===== src/rtl/vga_timing_pkg.sv =====
`default_nettype none
// ============================================================================
// Module      : vga_timing_pkg
// Description : Shared 640x480@60 timing constants, coordinate/colour types
//               and a small span helper for the VGA timing controller and
//               the pixel generator.
// Revision    : 1.0 - initial release
// ============================================================================
package vga_timing_pkg;

  localparam int unsigned C_COORD_W = 10;

  typedef logic [C_COORD_W-1:0] coord_t;

  // 8-bit colour as driven on the connector: {red[2:0], green[2:0], blue[1:0]}
  typedef struct packed {
    logic [2:0] red;
    logic [2:0] green;
    logic [1:0] blue;
  } rgb_t;

  localparam int unsigned C_H_VISIBLE = 640;
  localparam int unsigned C_H_FP      = 16;
  localparam int unsigned C_H_SYNC    = 96;
  localparam int unsigned C_H_BP      = 48;
  localparam int unsigned C_V_VISIBLE = 480;
  localparam int unsigned C_V_FP      = 10;
  localparam int unsigned C_V_SYNC    = 2;
  localparam int unsigned C_V_BP      = 33;

  localparam int unsigned C_H_TOTAL      = C_H_VISIBLE + C_H_FP + C_H_SYNC + C_H_BP;
  localparam int unsigned C_V_TOTAL      = C_V_VISIBLE + C_V_FP + C_V_SYNC + C_V_BP;
  localparam int unsigned C_H_SYNC_START = C_H_VISIBLE + C_H_FP;
  localparam int unsigned C_H_SYNC_END   = C_H_SYNC_START + C_H_SYNC - 1;
  localparam int unsigned C_V_SYNC_START = C_V_VISIBLE + C_V_FP;
  localparam int unsigned C_V_SYNC_END   = C_V_SYNC_START + C_V_SYNC - 1;

  // True when pos lies in the inclusive range [first, last]
  function automatic logic in_span(coord_t pos, coord_t first, coord_t last);
    return (pos >= first) && (pos <= last);
  endfunction

endpackage
`default_nettype wire


===== src/rtl/vga_timing_ctrl_if.sv =====
`default_nettype none
// ============================================================================
// Module      : vga_timing_ctrl_if
// Description : Pixel-request / display bundle between the timing controller
//               (master) and the pixel generator + connector (slave).
// Revision    : 1.0 - initial release
// ============================================================================
interface vga_timing_ctrl_if;
  import vga_timing_pkg::*;

  logic [7:0] next_color;
  logic       req;
  coord_t     col;
  coord_t     row;
  logic       hsync;
  logic       vsync;
  logic [2:0] red;
  logic [2:0] green;
  logic [1:0] blue;
  logic       frame_start;

  modport master (
    input  next_color,
    output req, col, row, hsync, vsync, red, green, blue, frame_start
  );

  modport slave (
    output next_color,
    input  req, col, row, hsync, vsync, red, green, blue, frame_start
  );

endinterface
`default_nettype wire


===== src/rtl/vga_axis_counter.sv =====
`default_nettype none
// ============================================================================
// Module      : vga_axis_counter
// Description : One timing axis: counts 0..max on inc, wraps to 0, and flags
//               the wrapping increment so the next axis can advance.
// Revision    : 1.0 - initial release
// ============================================================================
module vga_axis_counter
  import vga_timing_pkg::*;
(
  input  logic   clk,
  input  logic   rst,
  input  logic   inc,
  input  coord_t max,
  output coord_t count,
  output logic   wrap
);

  coord_t count_q;
  coord_t count_d;

  // A value at or above max wraps, so nothing outside 0..max survives an inc
  assign wrap = inc && (count_q >= max);

  // Next count: hold, step, or wrap to zero
  always_comb begin
    count_d = count_q;
    if (inc) begin
      count_d = wrap ? '0 : count_q + coord_t'(1);
    end
  end

  // Count register with synchronous reset to the axis origin
  always_ff @(posedge clk) begin
    if (rst) begin
      count_q <= '0;
    end else begin
      count_q <= count_d;
    end
  end

  assign count = count_q;

endmodule
`default_nettype wire


===== src/rtl/vga_timing_ctrl.sv =====
`default_nettype none
// ============================================================================
// Module      : vga_timing_ctrl
// Description : VGA raster timing at half the clk rate. Issues one pixel
//               request per visible pixel, registers the returned colour
//               together with hsync/vsync so all display outputs stay aligned.
// Revision    : 1.0 - initial release
// ============================================================================
module vga_timing_ctrl
  import vga_timing_pkg::*;
#(
  parameter int unsigned H_VISIBLE = C_H_VISIBLE,
  parameter int unsigned H_FP      = C_H_FP,
  parameter int unsigned H_SYNC    = C_H_SYNC,
  parameter int unsigned H_BP      = C_H_BP,
  parameter int unsigned V_VISIBLE = C_V_VISIBLE,
  parameter int unsigned V_FP      = C_V_FP,
  parameter int unsigned V_SYNC    = C_V_SYNC,
  parameter int unsigned V_BP      = C_V_BP
) (
  input  logic               clk,
  input  logic               rst,
  vga_timing_ctrl_if.master  bus
);

  localparam coord_t C_H_VIS   = coord_t'(H_VISIBLE);
  localparam coord_t C_V_VIS   = coord_t'(V_VISIBLE);
  localparam coord_t C_H_MAX   = coord_t'(H_VISIBLE + H_FP + H_SYNC + H_BP - 1);
  localparam coord_t C_V_MAX   = coord_t'(V_VISIBLE + V_FP + V_SYNC + V_BP - 1);
  localparam coord_t C_HS_FRST = coord_t'(H_VISIBLE + H_FP);
  localparam coord_t C_HS_LAST = coord_t'(H_VISIBLE + H_FP + H_SYNC - 1);
  localparam coord_t C_VS_FRST = coord_t'(V_VISIBLE + V_FP);
  localparam coord_t C_VS_LAST = coord_t'(V_VISIBLE + V_FP + V_SYNC - 1);

  logic   phase_q, phase_d;
  logic   tick;
  coord_t hcnt, vcnt;
  logic   h_wrap;
  // The frame is sequenced entirely by the horizontal wrap; the vertical
  // wrap flag has no consumer here.
  logic   v_wrap_unused;
  logic   visible;
  rgb_t   rgb_q, rgb_d;
  logic   hsync_q, hsync_d;
  logic   vsync_q, vsync_d;

  // Pixel strobe: every second clk, first one on the clk after reset release
  assign tick = phase_q;

  vga_axis_counter u_hcnt (
    .clk   (clk),
    .rst   (rst),
    .inc   (tick),
    .max   (C_H_MAX),
    .count (hcnt),
    .wrap  (h_wrap)
  );

  vga_axis_counter u_vcnt (
    .clk   (clk),
    .rst   (rst),
    .inc   (h_wrap),
    .max   (C_V_MAX),
    .count (vcnt),
    .wrap  (v_wrap_unused)
  );

  assign visible = (hcnt < C_H_VIS) && (vcnt < C_V_VIS);

  // Next display state: captured only on tick clks, held otherwise
  always_comb begin
    phase_d = ~phase_q;
    rgb_d   = rgb_q;
    hsync_d = hsync_q;
    vsync_d = vsync_q;
    if (tick) begin
      rgb_d   = visible ? rgb_t'(bus.next_color) : '0;
      hsync_d = ~in_span(hcnt, C_HS_FRST, C_HS_LAST);
      vsync_d = ~in_span(vcnt, C_VS_FRST, C_VS_LAST);
    end
  end

  // Phase and display registers; reset blanks the screen with syncs idle
  always_ff @(posedge clk) begin
    if (rst) begin
      phase_q <= 1'b0;
      rgb_q   <= '0;
      hsync_q <= 1'b1;
      vsync_q <= 1'b1;
    end else begin
      phase_q <= phase_d;
      rgb_q   <= rgb_d;
      hsync_q <= hsync_d;
      vsync_q <= vsync_d;
    end
  end

  assign bus.req         = tick && visible;
  assign bus.frame_start = tick && (hcnt == '0) && (vcnt == '0);
  assign bus.col         = hcnt;
  assign bus.row         = vcnt;
  assign bus.hsync       = hsync_q;
  assign bus.vsync       = vsync_q;
  assign bus.red         = rgb_q.red;
  assign bus.green       = rgb_q.green;
  assign bus.blue        = rgb_q.blue;

endmodule
`default_nettype wire

===== src/flat_wrapper.sv =====
// flat-port wrapper written by rule: the top's interface ports become plain ports
module vga_timing_ctrl_flat import vga_timing_pkg::*;
#(
  parameter int unsigned H_VISIBLE = C_H_VISIBLE,
  parameter int unsigned H_FP      = C_H_FP,
  parameter int unsigned H_SYNC    = C_H_SYNC,
  parameter int unsigned H_BP      = C_H_BP,
  parameter int unsigned V_VISIBLE = C_V_VISIBLE,
  parameter int unsigned V_FP      = C_V_FP,
  parameter int unsigned V_SYNC    = C_V_SYNC,
  parameter int unsigned V_BP      = C_V_BP
)
  (clk, rst, bus_next_color, bus_req, bus_col, bus_row, bus_hsync, bus_vsync, bus_red, bus_green, bus_blue, bus_frame_start);
  vga_timing_ctrl_if bus_i ();
  input  logic clk;
  input  logic rst;
  input wire logic [$bits(bus_i.next_color)-1:0] bus_next_color;
  output wire logic [$bits(bus_i.req)-1:0] bus_req;
  output wire logic [$bits(bus_i.col)-1:0] bus_col;
  output wire logic [$bits(bus_i.row)-1:0] bus_row;
  output wire logic [$bits(bus_i.hsync)-1:0] bus_hsync;
  output wire logic [$bits(bus_i.vsync)-1:0] bus_vsync;
  output wire logic [$bits(bus_i.red)-1:0] bus_red;
  output wire logic [$bits(bus_i.green)-1:0] bus_green;
  output wire logic [$bits(bus_i.blue)-1:0] bus_blue;
  output wire logic [$bits(bus_i.frame_start)-1:0] bus_frame_start;
  assign bus_i.next_color = bus_next_color;
  assign bus_req = bus_i.req;
  assign bus_col = bus_i.col;
  assign bus_row = bus_i.row;
  assign bus_hsync = bus_i.hsync;
  assign bus_vsync = bus_i.vsync;
  assign bus_red = bus_i.red;
  assign bus_green = bus_i.green;
  assign bus_blue = bus_i.blue;
  assign bus_frame_start = bus_i.frame_start;
  vga_timing_ctrl #(.H_VISIBLE(H_VISIBLE), .H_FP(H_FP), .H_SYNC(H_SYNC), .H_BP(H_BP), .V_VISIBLE(V_VISIBLE), .V_FP(V_FP), .V_SYNC(V_SYNC), .V_BP(V_BP)) u_core (.clk(clk), .rst(rst), .bus(bus_i));
endmodule

===== config.mk =====
export PLATFORM = sky130hd
export DESIGN_NAME = vga_timing_ctrl_flat
export DESIGN_NICKNAME = d
export VERILOG_FILES = /design/src/rtl/vga_timing_pkg.sv /design/src/rtl/vga_timing_ctrl_if.sv /design/src/rtl/vga_axis_counter.sv /design/src/rtl/vga_timing_ctrl.sv /design/src/flat_wrapper.sv
export SDC_FILE = /design/constraint.sdc
export NUM_CORES = 1
export LEC_CHECK = 0
export BUFFER_PORTS_ARGS = -buffer_cell sky130_fd_sc_hd__buf_2
export CAP_MARGIN = 20
export CORE_MARGIN = 1.5
export CORE_UTILIZATION = 30
export DETAILED_ROUTE_END_ITERATION = 8
export GPL_ROUTABILITY_DRIVEN = 1
export SYNTH_ARGS = -nofsm -noshare
export SYNTH_HDL_FRONTEND = slang
export SYNTH_SLANG_ARGS = --single-unit

===== constraint.sdc =====
create_clock -name clk -period 1.75 [get_ports clk]
set_clock_uncertainty 0.1 [all_clocks]
set_input_delay 0 -clock clk [delete_from_list [all_inputs] [get_ports clk]]
set_output_delay 0 -clock clk [all_outputs]
set_load 0.02 [all_outputs]

# ---- Word-level counts from Yosys, hierarchy flattened
# Cells that the tools add are included.
dict set report op_classes {
  add_sub_neg 2
  order_cmp 8
  n_mux 3
  bitwise_logic 3
  reduce_logical 10
}
# op n
set op_table {}
lappend op_table {{10-bit >= comparator, second input constant} 3}
lappend op_table {{10-bit by 1-bit adder with 10-bit output, second input constant} 2}
lappend op_table {{10-bit logical NOT} 2}
lappend op_table {{10-bit two-way mux} 2}
lappend op_table {{10-bit by 9-bit >= comparator with 1-bit output, second input constant} 1}
lappend op_table {{10-bit less-or-equal comparator, second input constant} 1}
lappend op_table {{10-bit by 9-bit less-or-equal comparator with 1-bit output, second input constant} 1}
lappend op_table {{10-bit less-than comparator, second input constant} 1}
lappend op_table {{10-bit by 9-bit less-than comparator with 1-bit output, second input constant} 1}
lappend op_table {{1-bit logical AND} 8}
lappend op_table {{8-bit two-way mux} 1}
lappend op_table {{1-bit NOT} 3}
dict set report totals {
  ff_bits 31
  input_bits 10
  wordCells 34
}

# ---- Depth between registers and ports, before layout
dict set report depth {
  word_depth 4
  depth_mapped 6
  ltp_nobuf 5
}

# ---- Modules after synthesis
# From an unflattened synthesis, not the netlist that was laid out.
dict set report hier_totals {
  cells_unflattened 233
  area_unflattened_um2 2047.0
}
# module instances cells_each area_each_um2
set modules_own_cells {}
lappend modules_own_cells {vga_axis_counter 2 84 733.2}
lappend modules_own_cells {vga_timing_ctrl 1 65 580.6}

# ---- Worst setup path before layout
# Ideal clock, no wire load.
dict set report synth_path {
  path_type {register to register}
  start {register u_core.u_hcnt.count_q[0] (netlist: u_core.u_hcnt.count[0])}
  end {register u_core.u_vcnt.count_q[4] (netlist: u_core.u_vcnt.count[4])}
  arrival_time_ns 1.618
  t_required_ns 1.580
  slack_ns -0.037
  path_stages_with_launch 6
  n_path_buf 0
  synth_period_minus_slack_ns 1.787
  path_cell_list {dfxtp_1 > ha_1 > nand4_4 > a21o_4 > or3_1 > a21oi_1}
}
dict set report synth_between {
  elab_chain_cells 4
}
# item line
set synth_lines {}
lappend synth_lines {{start: declaration} vga_axis_counter.sv:19} ;# coord_t count_q;
lappend synth_lines {{start signal: assignment} vga_axis_counter.sv:38} ;# count_q <= count_d;
lappend synth_lines {{10-bit >= comparator (*)} vga_axis_counter.sv:23} ;# assign wrap = inc && (count_q >= max);
lappend synth_lines {{1-bit logical AND (*)} vga_axis_counter.sv:23}
lappend synth_lines {{1-bit logical AND} vga_axis_counter.sv:23}
lappend synth_lines {{10-bit two-way mux} vga_axis_counter.sv:29} ;# count_d = wrap ? '0 : count_q + coord_t'(1);
lappend synth_lines {{end signal: assignment} vga_axis_counter.sv:38}
lappend synth_lines {{end: declaration} vga_axis_counter.sv:19}
# Mark *: on every way between the ends. The rest lies on a longest branch, timed or not.
# A chain may end at the register's enable or synchronous reset.

# ---- Final worst setup path
dict set report layout_path {
  start {register u_core.u_vcnt.count_q[5] (netlist: u_core.u_vcnt.count[5])}
  end {output bus_frame_start}
}
dict set report layout_between {
  elab_chain_cells 2
}
# item line
set layout_lines {}
lappend layout_lines {{10-bit logical NOT} vga_timing_ctrl.sv:99} ;# assign bus.frame_start = tick && (hcnt == '0) && (vcnt == '0);
lappend layout_lines {{1-bit logical AND} vga_timing_ctrl.sv:99}
lappend layout_lines {{end: declaration} flat_wrapper.sv:26} ;# output wire logic [$bits(bus_i.frame_start)-1:0] bus_frame_start;
# Every way passes these cells.

==> flow_metrics.env <==
export IMPL_final_max_slew_viol_count=0
export IMPL_relSlewSlack_pct=56.30
export IMPL_failed_checks="setup timing"
export IMPL_status="finished, violations left"
export IMPL_dr_pass1_iters=4
export IMPL_die_area_sq_mm=0.005347
export IMPL_setup_viol=1
export IMPL_fin_nets=235
export IMPL_clock_sinks=31
export IMPL_holdWs_ns=0.009568
export IMPL_drtIter0Drc=52
export IMPL_crit_family="simple AND/OR/NAND/NOR gates"
export IMPL_grtUsageMet3_pct=4.282
export IMPL_syn_mean_instance_area_sq_um=9.517
export IMPL_final_hold_viol_count=0
export IMPL_ant_nets=0
export IMPL_path_max_fanout=5
export IMPL_n_antenna_cell=0
export IMPL_htreeDepth=2
export IMPL_gp_congestion=0.8090
export IMPL_wire_per_inst_microns=13.12
export IMPL_grt_max_degree=14
export IMPL_syn_nets=169
export IMPL_ys_seq_area_share_pct=42.07
export IMPL_layout_commonest_cell="buf_2"
export IMPL_critPathLaunchType="flip-flop"
export IMPL_grt_setup_unrepaired="yes"
export IMPL_p_clk_share_pct=45.7
export IMPL_setup_worst_path_end_class="primary output"
export IMPL_row_count=25
export IMPL_r2r_end="u_core.u_vcnt.count[7]$_SDFFE_PP0N_"
export IMPL_period_share_pct=105.1
export IMPL_yosys_warnings=0
export IMPL_clock_fmax_mhz=543.8
export IMPL_p_int_mw=1.245
export IMPL_min_path_cells=2
export IMPL_cts_tree="done"
export IMPL_path_cells="or4_4 -> nor4_4 -> nand4_1 -> nor2_1 -> buf_4"
export IMPL_area_growth_pct=40.80
export IMPL_final_cell_mix="buf_2, dfxtp_1, nor2_1, buf_4, nand2_1"
export IMPL_cp_required_ns=1.65
export IMPL_vdd_drop_max_mv=0.3932
export IMPL_die_w_microns=73.12
export IMPL_grt_antenna_before_repair=0
export IMPL_vias=1408
export IMPL_grt_pass1_vias=1335
export IMPL_worstHoldStart="rst"
export IMPL_clkLatencyLatePin_ns=0.28
export IMPL_setup_slack_ns=-0.08896
export IMPL_worst_pin_slew_ns=0.6531
export IMPL_port_buffers=41
export IMPL_clock_root_buffer="clkbuf_8"
export IMPL_rr_worst_depth=5
export IMPL_synth_cells=155
export IMPL_grt_usage_pct=15.86
export IMPL_overflow=0
export IMPL_worstSetupPathType="reg -> out"
export IMPL_synth_main_ff_cell="dfxtp_1"
export IMPL_clk_pin_slew_worst_paths_ns=0.07
export IMPL_r2r_start="u_core.u_hcnt.count[0]$_SDFFE_PP0P_"
export IMPL_ys_ff_latch=31
export IMPL_p_switching_mw=0.3710
export IMPL_hp_class="in -> reg"
export IMPL_vias_per_cell=4.872
export IMPL_crit_buf_inv=1
export IMPL_ff2ff_setup_slack_ns=0.06
export IMPL_die_y_microns=73.12
export IMPL_ys_types=44
export IMPL_crit_arrival_ns=1.74
export IMPL_grtUsageMet1_pct=22.36
export IMPL_coreArea_sq_mm=0.004723
export IMPL_pin_count=42
export IMPL_wl_mm=3.792
export IMPL_numCtsBuffers=5
export IMPL_synthArstFlopShare_pct=0
export IMPL_netlist_area_sq_mm=0.001475
export IMPL_slowest_stage="or4_4"
export IMPL_period_minus_slack_ns=1.839
export IMPL_drc=0
export IMPL_drive_gt1_share_pct=39.19
export IMPL_clk_path_buf_depth=2
export IMPL_grt_busiest_layer="met2"
export IMPL_start_util_pct=31.23
export IMPL_drv_cap=0
export IMPL_grt_pass1_wl_mm=6.465
export IMPL_switching_share_pct=22.95
export IMPL_whs_endpoint="u_core.u_hcnt.count[1]$_SDFFE_PP0P_"
export IMPL_power_frac_seq_pct=45.4
export IMPL_use_met2_pct=23.33
export IMPL_power_density_mw_per_mm2=778.2
export IMPL_leakagePower_nw=0.9198
export IMPL_hpwl_mm=2.688
export IMPL_combinationalPowerShare_pct=8.9
export IMPL_fin_util_pct=43.97
export IMPL_synth_edf_count=0
export IMPL_max_stage_delay_ns=0.54
-- synth_stat cells (all sizes together) (2+ instances only) --
| cell type | n | area, sq um |
|---|---|---|
| dfxtp | 31 | 620.6 |
| nor2 | 20 | 75.07 |
| nand2 | 10 | 37.54 |
| a21oi | 9 | 63.82 |
| a22o | 8 | 70.07 |
| nand3 | 7 | 35.03 |
| buf | 6 | 38.79 |
| inv | 6 | 22.52 |
| nand4 | 6 | 52.55 |
| xnor2 | 6 | 52.55 |
| o21ai | 5 | 25.02 |
| ha | 4 | 50.05 |
| nor3 | 4 | 41.29 |
| xor2 | 4 | 35.03 |
| a41oi | 3 | 26.28 |
| nor4 | 3 | 18.77 |
| a21o | 2 | 22.52 |
| a31oi | 2 | 12.51 |
| and3 | 2 | 12.51 |
| clkbuf | 2 | 7.510 |
-- cells by family after synthesis --
group / after synthesis / share of synthesized area (%)
simple gates: 57 / 21.29
buf+inv: 14 / 4.665
mux: 1 / 0.6786
flops: 31 / 42.07
fa+ha+maj: 4 / 3.393
xor+xnor: 10 / 5.937
compound gates: 38 / 21.97
-- layout make-up --
cell class | count | area (sq um)
Timing Repair Buffer | 67 | 422.9
Sequential cell | 31 | 626.9
Clock inverter | 2 | 35.03
Tap cell | 67 | 83.83
Inverter | 6 | 22.52
Fill cell | 465 | 2646
Clock buffer | 6 | 82.58
Multi-Input combinational cell | 110 | 803.3
-- power groups by stage --
stage                     combinational (mW)  clock [mW]  sequential (mW)
after floorplan                       0.0581           0            0.770
after global placement                 0.128           0            0.750
after detailed placement               0.129           0            0.750
after CTS                              0.144       0.752            0.734
after global routing                   0.157       0.791            0.737
final                                  0.143       0.739            0.734
-- metrics by stage --
stage,instance area (sq um),power (mW),setup TNS (ns),std cells,setup slack (ns)
final,2077,1.616,-0.08896,289,-0.08896
after global routing,2077,1.685,-0.3448,289,-0.1510
after detailed placement,1851,0.8785,0,272,0.07313
after floorplan,1480,0.8278,0,155,0.02306
after global placement,1851,0.8778,0,272,0.1238
after CTS,2074,1.630,-0.09917,289,-0.09917
-- flip-flops by register name (all words and copies together), names as in the netlist --
name,flops
u_core.bus.blue,2
u_core.u_hcnt.count,10
u_core.bus.hsync,1
u_core.u_vcnt.count,10
u_core.bus.vsync,1
u_core.bus.red,3
u_core.bus.green,3
u_core.phase_q,1
-- how the worst max path moves through the flow --
| stage | slack [ns] | to | startpoint | cells after the start |
|---|---|---|---|---|
| 5_1_grt | -0.15 | bus_frame_start | u_core.u_vcnt.count[5]$_SDFFE_PP0N_ | 5 |
| 3_5_place_dp | 0.07 | u_core.u_vcnt.count[7]$_SDFFE_PP0N_ | u_core.u_hcnt.count[0]$_SDFFE_PP0P_ | 5 |
| 6_report | -0.09 | bus_frame_start | u_core.u_vcnt.count[5]$_SDFFE_PP0N_ | 5 |
| 4_1_cts | -0.1 | bus_frame_start | u_core.u_vcnt.count[5]$_SDFFE_PP0N_ | 5 |
| 2_1_floorplan | 0.02 | bus_frame_start | u_core.u_vcnt.count[6]$_SDFFE_PP0N_ | 5 |
| 3_3_place_gp | 0.12 | bus_frame_start | u_core.u_vcnt.count[5]$_SDFFE_PP0N_ | 5 |
-- worst register-to-register path, stage by stage (launching register included) --
cell	delay [ns]
dfxtp_2	0.36
ha_2	0.22
nand4_4	0.15
a2111oi_2	0.50
nand3_1	0.14
a21oi_1	0.15
-- layer usage --
metal / wire length (microns) / up-vias
met5: 0 / -
met2: 1639 / 43
met1: 1922 / 663
li1: - / 695
met4: 46 / 0
met3: 182 / 7
-- what timing repair did --
item	4_1_cts	5_1_grt
hold endpoints to repair	8	0
resized for setup	4	2
hold buffers	8	0
endpoints found under the setup margin	1	4
buffers inserted	1	0
pin swaps	2	1
Note: power is estimated with default switching activity, not from simulation.
